<file path="src/rtl/io_bus_arbiter.sv">
// Round-robin arbiter sharing one Wishbone-classic master bus between NREQ
// requesters. A requester keeps the grant while its cyc stays high, and a
// watchdog turns a silent slave into an error after TIMEOUT strobed cycles.
// Every master-side and requester-side output is registered.
module io_bus_arbiter #(
  parameter int NREQ    = 4,
  parameter int AW      = 32,
  parameter int DW      = 64,
  parameter int TIMEOUT = 1023
) (
  input  logic                 clk_i,
  input  logic                 rst_i,
  input  logic [NREQ-1:0]      req_cyc_i,
  input  logic [NREQ-1:0]      req_stb_i,
  input  logic [NREQ-1:0]      req_we_i,
  input  logic [NREQ*DW/8-1:0] req_sel_i,
  input  logic [NREQ*AW-1:0]   req_adr_i,
  input  logic [NREQ*DW-1:0]   req_dat_i,
  output logic [NREQ-1:0]      req_ack_o,
  output logic [NREQ-1:0]      req_err_o,
  output logic [DW-1:0]        req_dat_o,
  output logic [NREQ-1:0]      gnt_o,
  output logic                 m_cyc_o,
  output logic                 m_stb_o,
  output logic                 m_we_o,
  output logic [DW/8-1:0]      m_sel_o,
  output logic [AW-1:0]        m_adr_o,
  output logic [DW-1:0]        m_dat_o,
  input  logic                 m_ack_i,
  input  logic                 m_err_i,
  input  logic [DW-1:0]        m_dat_i
);

  localparam int SW = DW / 8;
  localparam int IW = (NREQ > 1) ? $clog2(NREQ) : 1;
  localparam int TW = $clog2(TIMEOUT + 1);
  localparam logic [NREQ-1:0] ONE = {{(NREQ-1){1'b0}}, 1'b1};

  typedef enum logic [1:0] {S_IDLE, S_BUSY, S_ACKW, S_HOLD} state_t;

  state_t          r_state;
  state_t          w_state_nxt;
  logic [IW-1:0]   r_last;
  logic [IW-1:0]   r_gidx;
  logic [TW-1:0]   r_timer;

  logic [IW-1:0]   w_win;
  logic            w_win_vld;
  logic [IW-1:0]   w_src;
  logic            w_cyc_g;
  logic            w_stb_g;
  logic            w_tmo;

  logic [SW-1:0]   w_sel_arr [NREQ];
  logic [AW-1:0]   w_adr_arr [NREQ];
  logic [DW-1:0]   w_dat_arr [NREQ];

  logic [NREQ-1:0] w_gnt_n;
  logic [NREQ-1:0] w_ack_n;
  logic [NREQ-1:0] w_err_n;
  logic [DW-1:0]   w_rdat_n;
  logic            w_cyc_n;
  logic            w_stb_n;
  logic            w_we_n;
  logic [SW-1:0]   w_sel_n;
  logic [AW-1:0]   w_adr_n;
  logic [DW-1:0]   w_mdat_n;
  logic [IW-1:0]   w_last_n;
  logic [IW-1:0]   w_gidx_n;
  logic [TW-1:0]   w_timer_n;
  logic            w_load;
  logic            w_rel;

  for (genvar n = 0; n < NREQ; n++) begin : g_slice
    assign w_sel_arr[n] = req_sel_i[n*SW +: SW];
    assign w_adr_arr[n] = req_adr_i[n*AW +: AW];
    assign w_dat_arr[n] = req_dat_i[n*DW +: DW];
  end

  // Round-robin search starting just after the last served requester;
  // walking backwards lets the nearest candidate overwrite the others.
  always_comb begin : rr_search
    int idx;
    idx       = 0;
    w_win     = '0;
    w_win_vld = 1'b0;
    for (int i = NREQ; i >= 1; i--) begin
      idx = int'(r_last) + i;
      if (idx >= NREQ) idx = idx - NREQ;
      if (req_cyc_i[IW'(idx)]) begin
        w_win     = IW'(idx);
        w_win_vld = 1'b1;
      end
    end
  end

  // In IDLE the fresh winner feeds the master bus, otherwise the held grant.
  assign w_src   = (r_state == S_IDLE) ? w_win : r_gidx;
  assign w_cyc_g = req_cyc_i[r_gidx];
  assign w_stb_g = req_stb_i[r_gidx];
  assign w_tmo   = (r_timer == TW'(TIMEOUT));

  // State register.
  always_ff @(posedge clk_i or posedge rst_i) begin
    if (rst_i) r_state <= S_IDLE;
    else       r_state <= w_state_nxt;
  end

  // Next-state logic: slave error beats ack beats timeout beats abort.
  always_comb begin
    w_state_nxt = r_state;
    case (r_state)
      S_IDLE: if (w_win_vld) w_state_nxt = S_BUSY;
      S_BUSY: begin
        if (m_err_i || m_ack_i || w_tmo) w_state_nxt = S_ACKW;
        else if (!w_cyc_g)               w_state_nxt = S_IDLE;
      end
      S_ACKW: if (!w_stb_g) w_state_nxt = w_cyc_g ? S_HOLD : S_IDLE;
      S_HOLD: begin
        if (!w_cyc_g)     w_state_nxt = S_IDLE;
        else if (w_stb_g) w_state_nxt = S_BUSY;
      end
      default: w_state_nxt = S_IDLE;
    endcase
  end

  // Output logic: next values of every registered output and bookkeeping reg.
  always_comb begin
    w_gnt_n   = gnt_o;
    w_cyc_n   = m_cyc_o;
    w_stb_n   = m_stb_o;
    w_we_n    = m_we_o;
    w_sel_n   = m_sel_o;
    w_adr_n   = m_adr_o;
    w_mdat_n  = m_dat_o;
    w_ack_n   = '0;
    w_err_n   = '0;
    w_rdat_n  = '0;
    w_last_n  = r_last;
    w_gidx_n  = r_gidx;
    w_timer_n = r_timer;
    w_load    = 1'b0;
    w_rel     = 1'b0;
    case (r_state)
      S_IDLE: begin
        if (w_win_vld) begin
          w_gidx_n  = w_win;
          w_gnt_n   = ONE << w_win;
          w_timer_n = '0;
          w_load    = 1'b1;
        end
      end
      S_BUSY: begin
        if (m_err_i) begin
          w_err_n = gnt_o;
          w_stb_n = 1'b0;
        end else if (m_ack_i) begin
          w_ack_n  = gnt_o;
          w_rdat_n = m_dat_i;
          w_stb_n  = 1'b0;
        end else if (w_tmo) begin
          // A dead slave also loses the cycle so the fabric can recover.
          w_err_n = gnt_o;
          w_stb_n = 1'b0;
          w_cyc_n = 1'b0;
        end else if (!w_cyc_g) begin
          w_rel = 1'b1;
        end else begin
          w_load = 1'b1;
          if (m_stb_o) w_timer_n = r_timer + 1'b1;
        end
      end
      S_ACKW: begin
        if (!w_stb_g && !w_cyc_g) w_rel = 1'b1;
      end
      S_HOLD: begin
        if (!w_cyc_g) begin
          w_rel = 1'b1;
        end else if (w_stb_g) begin
          w_timer_n = '0;
          w_load    = 1'b1;
        end
      end
      default: ;
    endcase
    if (w_load) begin
      w_cyc_n  = 1'b1;
      w_stb_n  = req_stb_i[w_src];
      w_we_n   = req_we_i[w_src];
      w_sel_n  = w_sel_arr[w_src];
      w_adr_n  = w_adr_arr[w_src];
      w_mdat_n = w_dat_arr[w_src];
    end
    if (w_rel) begin
      w_cyc_n  = 1'b0;
      w_stb_n  = 1'b0;
      w_we_n   = 1'b0;
      w_gnt_n  = '0;
      w_last_n = r_gidx;
    end
  end

  // Output and bookkeeping registers; reset clears everything immediately.
  always_ff @(posedge clk_i or posedge rst_i) begin
    if (rst_i) begin
      gnt_o     <= '0;
      req_ack_o <= '0;
      req_err_o <= '0;
      req_dat_o <= '0;
      m_cyc_o   <= 1'b0;
      m_stb_o   <= 1'b0;
      m_we_o    <= 1'b0;
      m_sel_o   <= '0;
      m_adr_o   <= '0;
      m_dat_o   <= '0;
      r_last    <= IW'(NREQ - 1);
      r_gidx    <= '0;
      r_timer   <= '0;
    end else begin
      gnt_o     <= w_gnt_n;
      req_ack_o <= w_ack_n;
      req_err_o <= w_err_n;
      req_dat_o <= w_rdat_n;
      m_cyc_o   <= w_cyc_n;
      m_stb_o   <= w_stb_n;
      m_we_o    <= w_we_n;
      m_sel_o   <= w_sel_n;
      m_adr_o   <= w_adr_n;
      m_dat_o   <= w_mdat_n;
      r_last    <= w_last_n;
      r_gidx    <= w_gidx_n;
      r_timer   <= w_timer_n;
    end
  end

endmodule

</file>
<file path="config.mk">
export PLATFORM = sky130hd
export DESIGN_NAME = io_bus_arbiter
export DESIGN_NICKNAME = d
export VERILOG_FILES = /design/src/rtl/io_bus_arbiter.sv
export SDC_FILE = /design/constraint.sdc
export NUM_CORES = 1
export LEC_CHECK = 0
export CAP_MARGIN = 5
export CORE_AREA = 2 2 265 267
export CTS_BUF_LIST = sky130_fd_sc_hd__clkbuf_4 sky130_fd_sc_hd__clkbuf_8
export CTS_CLUSTER_SIZE = 14
export DETAILED_ROUTE_END_ITERATION = 8
export DIE_AREA = 0 0 267 269
export PLACE_DENSITY = 0.37
export SETUP_SLACK_MARGIN = 0.5
export SLEW_MARGIN = 20
export SYNTH_ARGS = -nofsm -noshare
export SYNTH_HDL_FRONTEND = slang
export SYNTH_SLANG_ARGS = --single-unit
</file>
<file path="constraint.sdc">
create_clock -name clk_i -period 14.4 [get_ports clk_i]
set_clock_uncertainty 0.2 [all_clocks]
set_input_delay 2.16 -clock clk_i [delete_from_list [all_inputs] [get_ports clk_i]]
set_output_delay 2.16 -clock clk_i [all_outputs]
set_load 0.005 [all_outputs]
</file>
==> metrics.txt <==
# TYPE chip_impl_metric gauge
chip_impl_info{name="run_status",value="finished clean"} 1
chip_impl_metric{name="postSynth.asyncResetShare",unit="%"} 100
chip_impl_metric{name="slew_headroom",unit="%"} 32.6
chip_impl_metric{name="yosys_register_bits",unit=""} 199
chip_impl_metric{name="initialDrtViolationCount",unit=""} 218
chip_impl_metric{name="detail_route.wirelength",unit="um"} 48400
chip_impl_metric{name="cts-resized-gates",unit=""} 0
chip_impl_metric{name="hpwlAfterDp",unit="um"} 37700
chip_impl_metric{name="place_congestion",unit=""} 0.817
chip_impl_metric{name="met1_length",unit="um"} 17700
chip_impl_metric{name="seqCellArea",unit="um2"} 4980
chip_impl_metric{name="design.die.area",unit="um2"} 71800
chip_impl_metric{name="numCtsBuffers",unit=""} 17
chip_impl_info{name="rsz0062_at_grt",value="false"} 1
chip_impl_metric{name="chipHeight",unit="um"} 269
chip_impl_metric{name="cap_viol_max_count",unit=""} 0
chip_impl_metric{name="placeableCoreArea",unit="um2"} 69300
chip_impl_metric{name="drcViolationCount",unit=""} 0
chip_impl_metric{name="multi_input_comb_area",unit="um2"} 4840
chip_impl_metric{name="worst_ep_arrival_time",unit="ns"} 5.66
chip_impl_metric{name="required",unit="ns"} 14.65
chip_impl_metric{name="antenna_violating_nets_post_route",unit=""} 0
chip_impl_metric{name="netSwitchingPower",unit="uW"} 1150
chip_impl_info{name="clk_root_buffer_cell",value="clkbuf_8"} 1
chip_impl_metric{name="drtPass1Iterations",unit=""} 4
chip_impl_metric{name="detailroute.wirelength.met2",unit="um"} 26400
chip_impl_info{name="cts_tree",value="yes"} 1
chip_impl_metric{name="totalPowerFinal",unit="uW"} 3220
chip_impl_info{name="cp-start-kind",value="input pin"} 1
chip_impl_metric{name="p_comb_share",unit="%"} 58.8
chip_impl_metric{name="clock_power_share",unit="%"} 13.9
chip_impl_metric{name="via_count_of_the_first_global_routing_pass",unit=""} 9236
chip_impl_metric{name="report.final.hold_viol_count",unit=""} 0
chip_impl_metric{name="synthDistinctLibCells",unit=""} 47
chip_impl_metric{name="path_clk_slew",unit="ns"} 0.11
chip_impl_info{name="synth_ff_type",value="dfrtp_1"} 1
chip_impl_metric{name="start_util",unit="%"} 14.5
chip_impl_metric{name="insertion_delay",unit="ns"} 0.57
chip_impl_metric{name="first_pass_grt_wire_length",unit="um"} 67700
chip_impl_metric{name="setup_violations_final",unit=""} 0
chip_impl_metric{name="placement.io_buffers",unit=""} 678
chip_impl_metric{name="post_route_cells_drive_above_1_share",unit="%"} 20.1
chip_impl_metric{name="total_leakage_power",unit="uW"} 0.00702
chip_impl_metric{name="synth.net_count",unit=""} 1154
chip_impl_metric{name="route.detailed.wl_per_inst",unit="um"} 21.3
chip_impl_metric{name="numClockSinks",unit=""} 199
chip_impl_metric{name="sw_share",unit="%"} 35.7
chip_impl_metric{name="seq_power_share",unit="%"} 27.3
chip_impl_metric{name="top_level_ports",unit=""} 679
chip_impl_metric{name="via_per_inst",unit=""} 3.72
chip_impl_info{name="top_signal_layer_used",value="met5"} 1
chip_impl_metric{name="route.met3.wl",unit="um"} 3700
chip_impl_info{name="final_common_cell",value="clkdlybuf4s50_1"} 1
chip_impl_metric{name="worstMarginPinSlew",unit="ns"} 1.01
chip_impl_metric{name="power_density",unit="nW/um2"} 175
chip_impl_info{name="min_path_type",value="flip-flop to flip-flop"} 1
chip_impl_metric{name="num_rows",unit=""} 97
chip_impl_metric{name="ctsHtreeMaxLevel",unit=""} 4
chip_impl_metric{name="layout_worst_path_cycle_share",unit="%"} 37.6
chip_impl_metric{name="critical_path_peak_fanout",unit=""} 92
chip_impl_metric{name="yosys_warnings",unit=""} 0
chip_impl_metric{name="final_report_max_slew_violation_count",unit=""} 0
chip_impl_metric{name="design.final.nets",unit=""} 1815
chip_impl_metric{name="postCtsHoldBufs",unit=""} 0
chip_impl_metric{name="grt_antenna_before_repair",unit=""} 8
chip_impl_info{name="endpoint_kind",value="flip-flop"} 1
chip_impl_info{name="timing_worst_setup_path_type",value="input pin to flip-flop"} 1
chip_impl_metric{name="syn_inst",unit=""} 652
chip_impl_metric{name="grt.total_usage",unit="%"} 13.4
chip_impl_metric{name="setup_total_negative_slack",unit="ns"} 0
chip_impl_metric{name="avgSynthCellArea",unit="um2"} 15.4
chip_impl_metric{name="synth-edff-count",unit=""} 0
chip_impl_metric{name="vdd_ir_drop_max",unit="mV"} 0.196
chip_impl_metric{name="cts_setup_buffers",unit=""} 0
chip_impl_metric{name="grt_max_degree",unit=""} 93
chip_impl_metric{name="num-fill-cells",unit=""} 7142
chip_impl_metric{name="intPower",unit="uW"} 2070
chip_impl_metric{name="final.min_clock_period",unit="ns"} 5.41
chip_impl_info{name="most_frequent_cells_in_the_layout",value="clkdlybuf4s50_1, dfrtp_1, mux4_2"} 1
chip_impl_metric{name="num_vias",unit=""} 8451
chip_impl_metric{name="max_clock_freq",unit="MHz"} 185
chip_impl_metric{name="syn_to_final_growth",unit="%"} 83.0
chip_impl_metric{name="gr-total-overflow",unit=""} 0
chip_impl_metric{name="mappedNetlistArea",unit="um2"} 10000
chip_impl_metric{name="synth-seq-area-share",unit="%"} 49.6
chip_impl_metric{name="die_w",unit="um"} 267
chip_impl_metric{name="clock_tree.buffer_depth",unit=""} 2
[final timing paths]
kind                               from           to  slack [ns]  depth (start not counted)
min in group asynchronous         rst_i  m_dat_o[25]        1.87                          2
hold / removal               m_dat_o[4]   m_dat_o[4]        0.32                          1
setup / recovery           req_cyc_i[1]   m_dat_o[1]        8.99                          8
setup reg to reg             r_state[1]   m_dat_o[1]       10.53                          7
hold reg to reg              m_dat_o[4]   m_dat_o[4]        0.32                          1
max in group asynchronous         rst_i  m_dat_o[60]        9.95                          4
[cell usage after synthesis, types with 2 or more instances]
master | instances | area [um2]
dfrtp_1 | 197 | 4930
mux4_2 | 108 | 2430
mux2_2 | 106 | 1190
and2_1 | 75 | 469
buf_2 | 20 | 100
clkbuf_1 | 17 | 63.8
nand2_1 | 17 | 63.8
nor2_1 | 16 | 60.1
o21ai_0 | 15 | 75.1
buf_4 | 7 | 52.6
ha_1 | 6 | 75.1
inv_1 | 6 | 22.5
nand3_1 | 5 | 25.0
o31ai_1 | 5 | 37.5
a21oi_1 | 4 | 20.0
a21oi_2 | 4 | 35.0
nor2b_1 | 4 | 25.0
a31oi_1 | 3 | 18.8
nand2b_1 | 3 | 18.8
a211oi_1 | 2 | 15.0
a22oi_1 | 2 | 15.0
dfstp_2 | 2 | 52.6
nor3_1 | 2 | 10.0
o211ai_1 | 2 | 15.0
o21a_1 | 2 | 15.0
[sequential cells by signal (all words and copies together), names as in the netlist]
| name | cells |
|---|---|
| m_dat_o | 64 |
| req_dat_o | 64 |
| m_adr_o | 32 |
| r_timer | 10 |
| m_sel_o | 8 |
| gnt_o | 4 |
| req_ack_o | 4 |
| req_err_o | 4 |
| r_gidx | 2 |
| r_last | 2 |
| r_state | 2 |
| m_cyc_o | 1 |
| m_stb_o | 1 |
| m_we_o | 1 |
[cell families (layout without fill, tap and decap cells)]
| logic type | count (synthesis) | after routing | synth area share (%) |
|---|---|---|---|
| multiplexers | 216 | 216 | 36.3 |
| buffers and inverters | 51 | 725 | 2.49 |
| flip-flops | 199 | 199 | 49.6 |
| adder cells (fa/ha/maj) | 6 | 6 | 0.748 |
| AND/OR/NAND/NOR | 131 | 131 | 7.36 |
| other | 0 | 6 | 0 |
| AO/OA/AOI/OAI | 49 | 49 | 3.43 |
[per-stage QoR]
step	hold slack (ns)	std cells	utilization (%)	cell area (um2)	setup WS (ns)
3_3_place_gp	0.288	2234	25.8	17900	8.33
3_5_place_dp	0.293	2234	25.8	17900	8.37
5_1_grt	0.331	2272	26.5	18400	8.85
2_1_floorplan	0.261	652	-	10000	6.62
4_1_cts	0.313	2266	26.5	18400	9.03
6_report	0.316	2272	26.5	18400	8.99
[final cells by class]
type / instances / share of cell area [%]
inverter: 6 / 0.163
clock inverter: 15 / 1.27
timing repair buffer: 687 / 37.4
sequential: 199 / 27.1
clock buffer: 17 / 1.27
antenna: 6 / 0.0817
tap: 940 / 6.40
multi-input combinational: 402 / 26.3
[worst max-delay path, cell delays in order]
cell             delay (ns)
clkdlybuf4s50_1        0.58
inv_1                  0.09
o21ai_0                0.23
a21oi_2                0.17
a21oi_4                0.67
buf_12                 0.53
mux4_2                 0.59
mux2_2                 0.28
[power by group through the flow]
stage / sequential (uW) / combinational, uW / clock [uW]
final: 879 / 1890 / 447
after global routing: 906 / 2050 / 497
after CTS: 883 / 1970 / 478
after detailed placement: 891 / 1960 / 0
after global placement: 893 / 1950 / 0
after floorplan: 881 / 1130 / 0
[layer usage]
| metal | GRT usage [%] | up-vias |
|---|---|---|
| met5 | 0 | - |
| met2 | 24.3 | 323 |
| met1 | 14.5 | 4280 |
| met4 | 3.54 | 4 |
| li1 | - | 3814 |
| met3 | 5.00 | 30 |
Power figures use the tool's default switching activity.
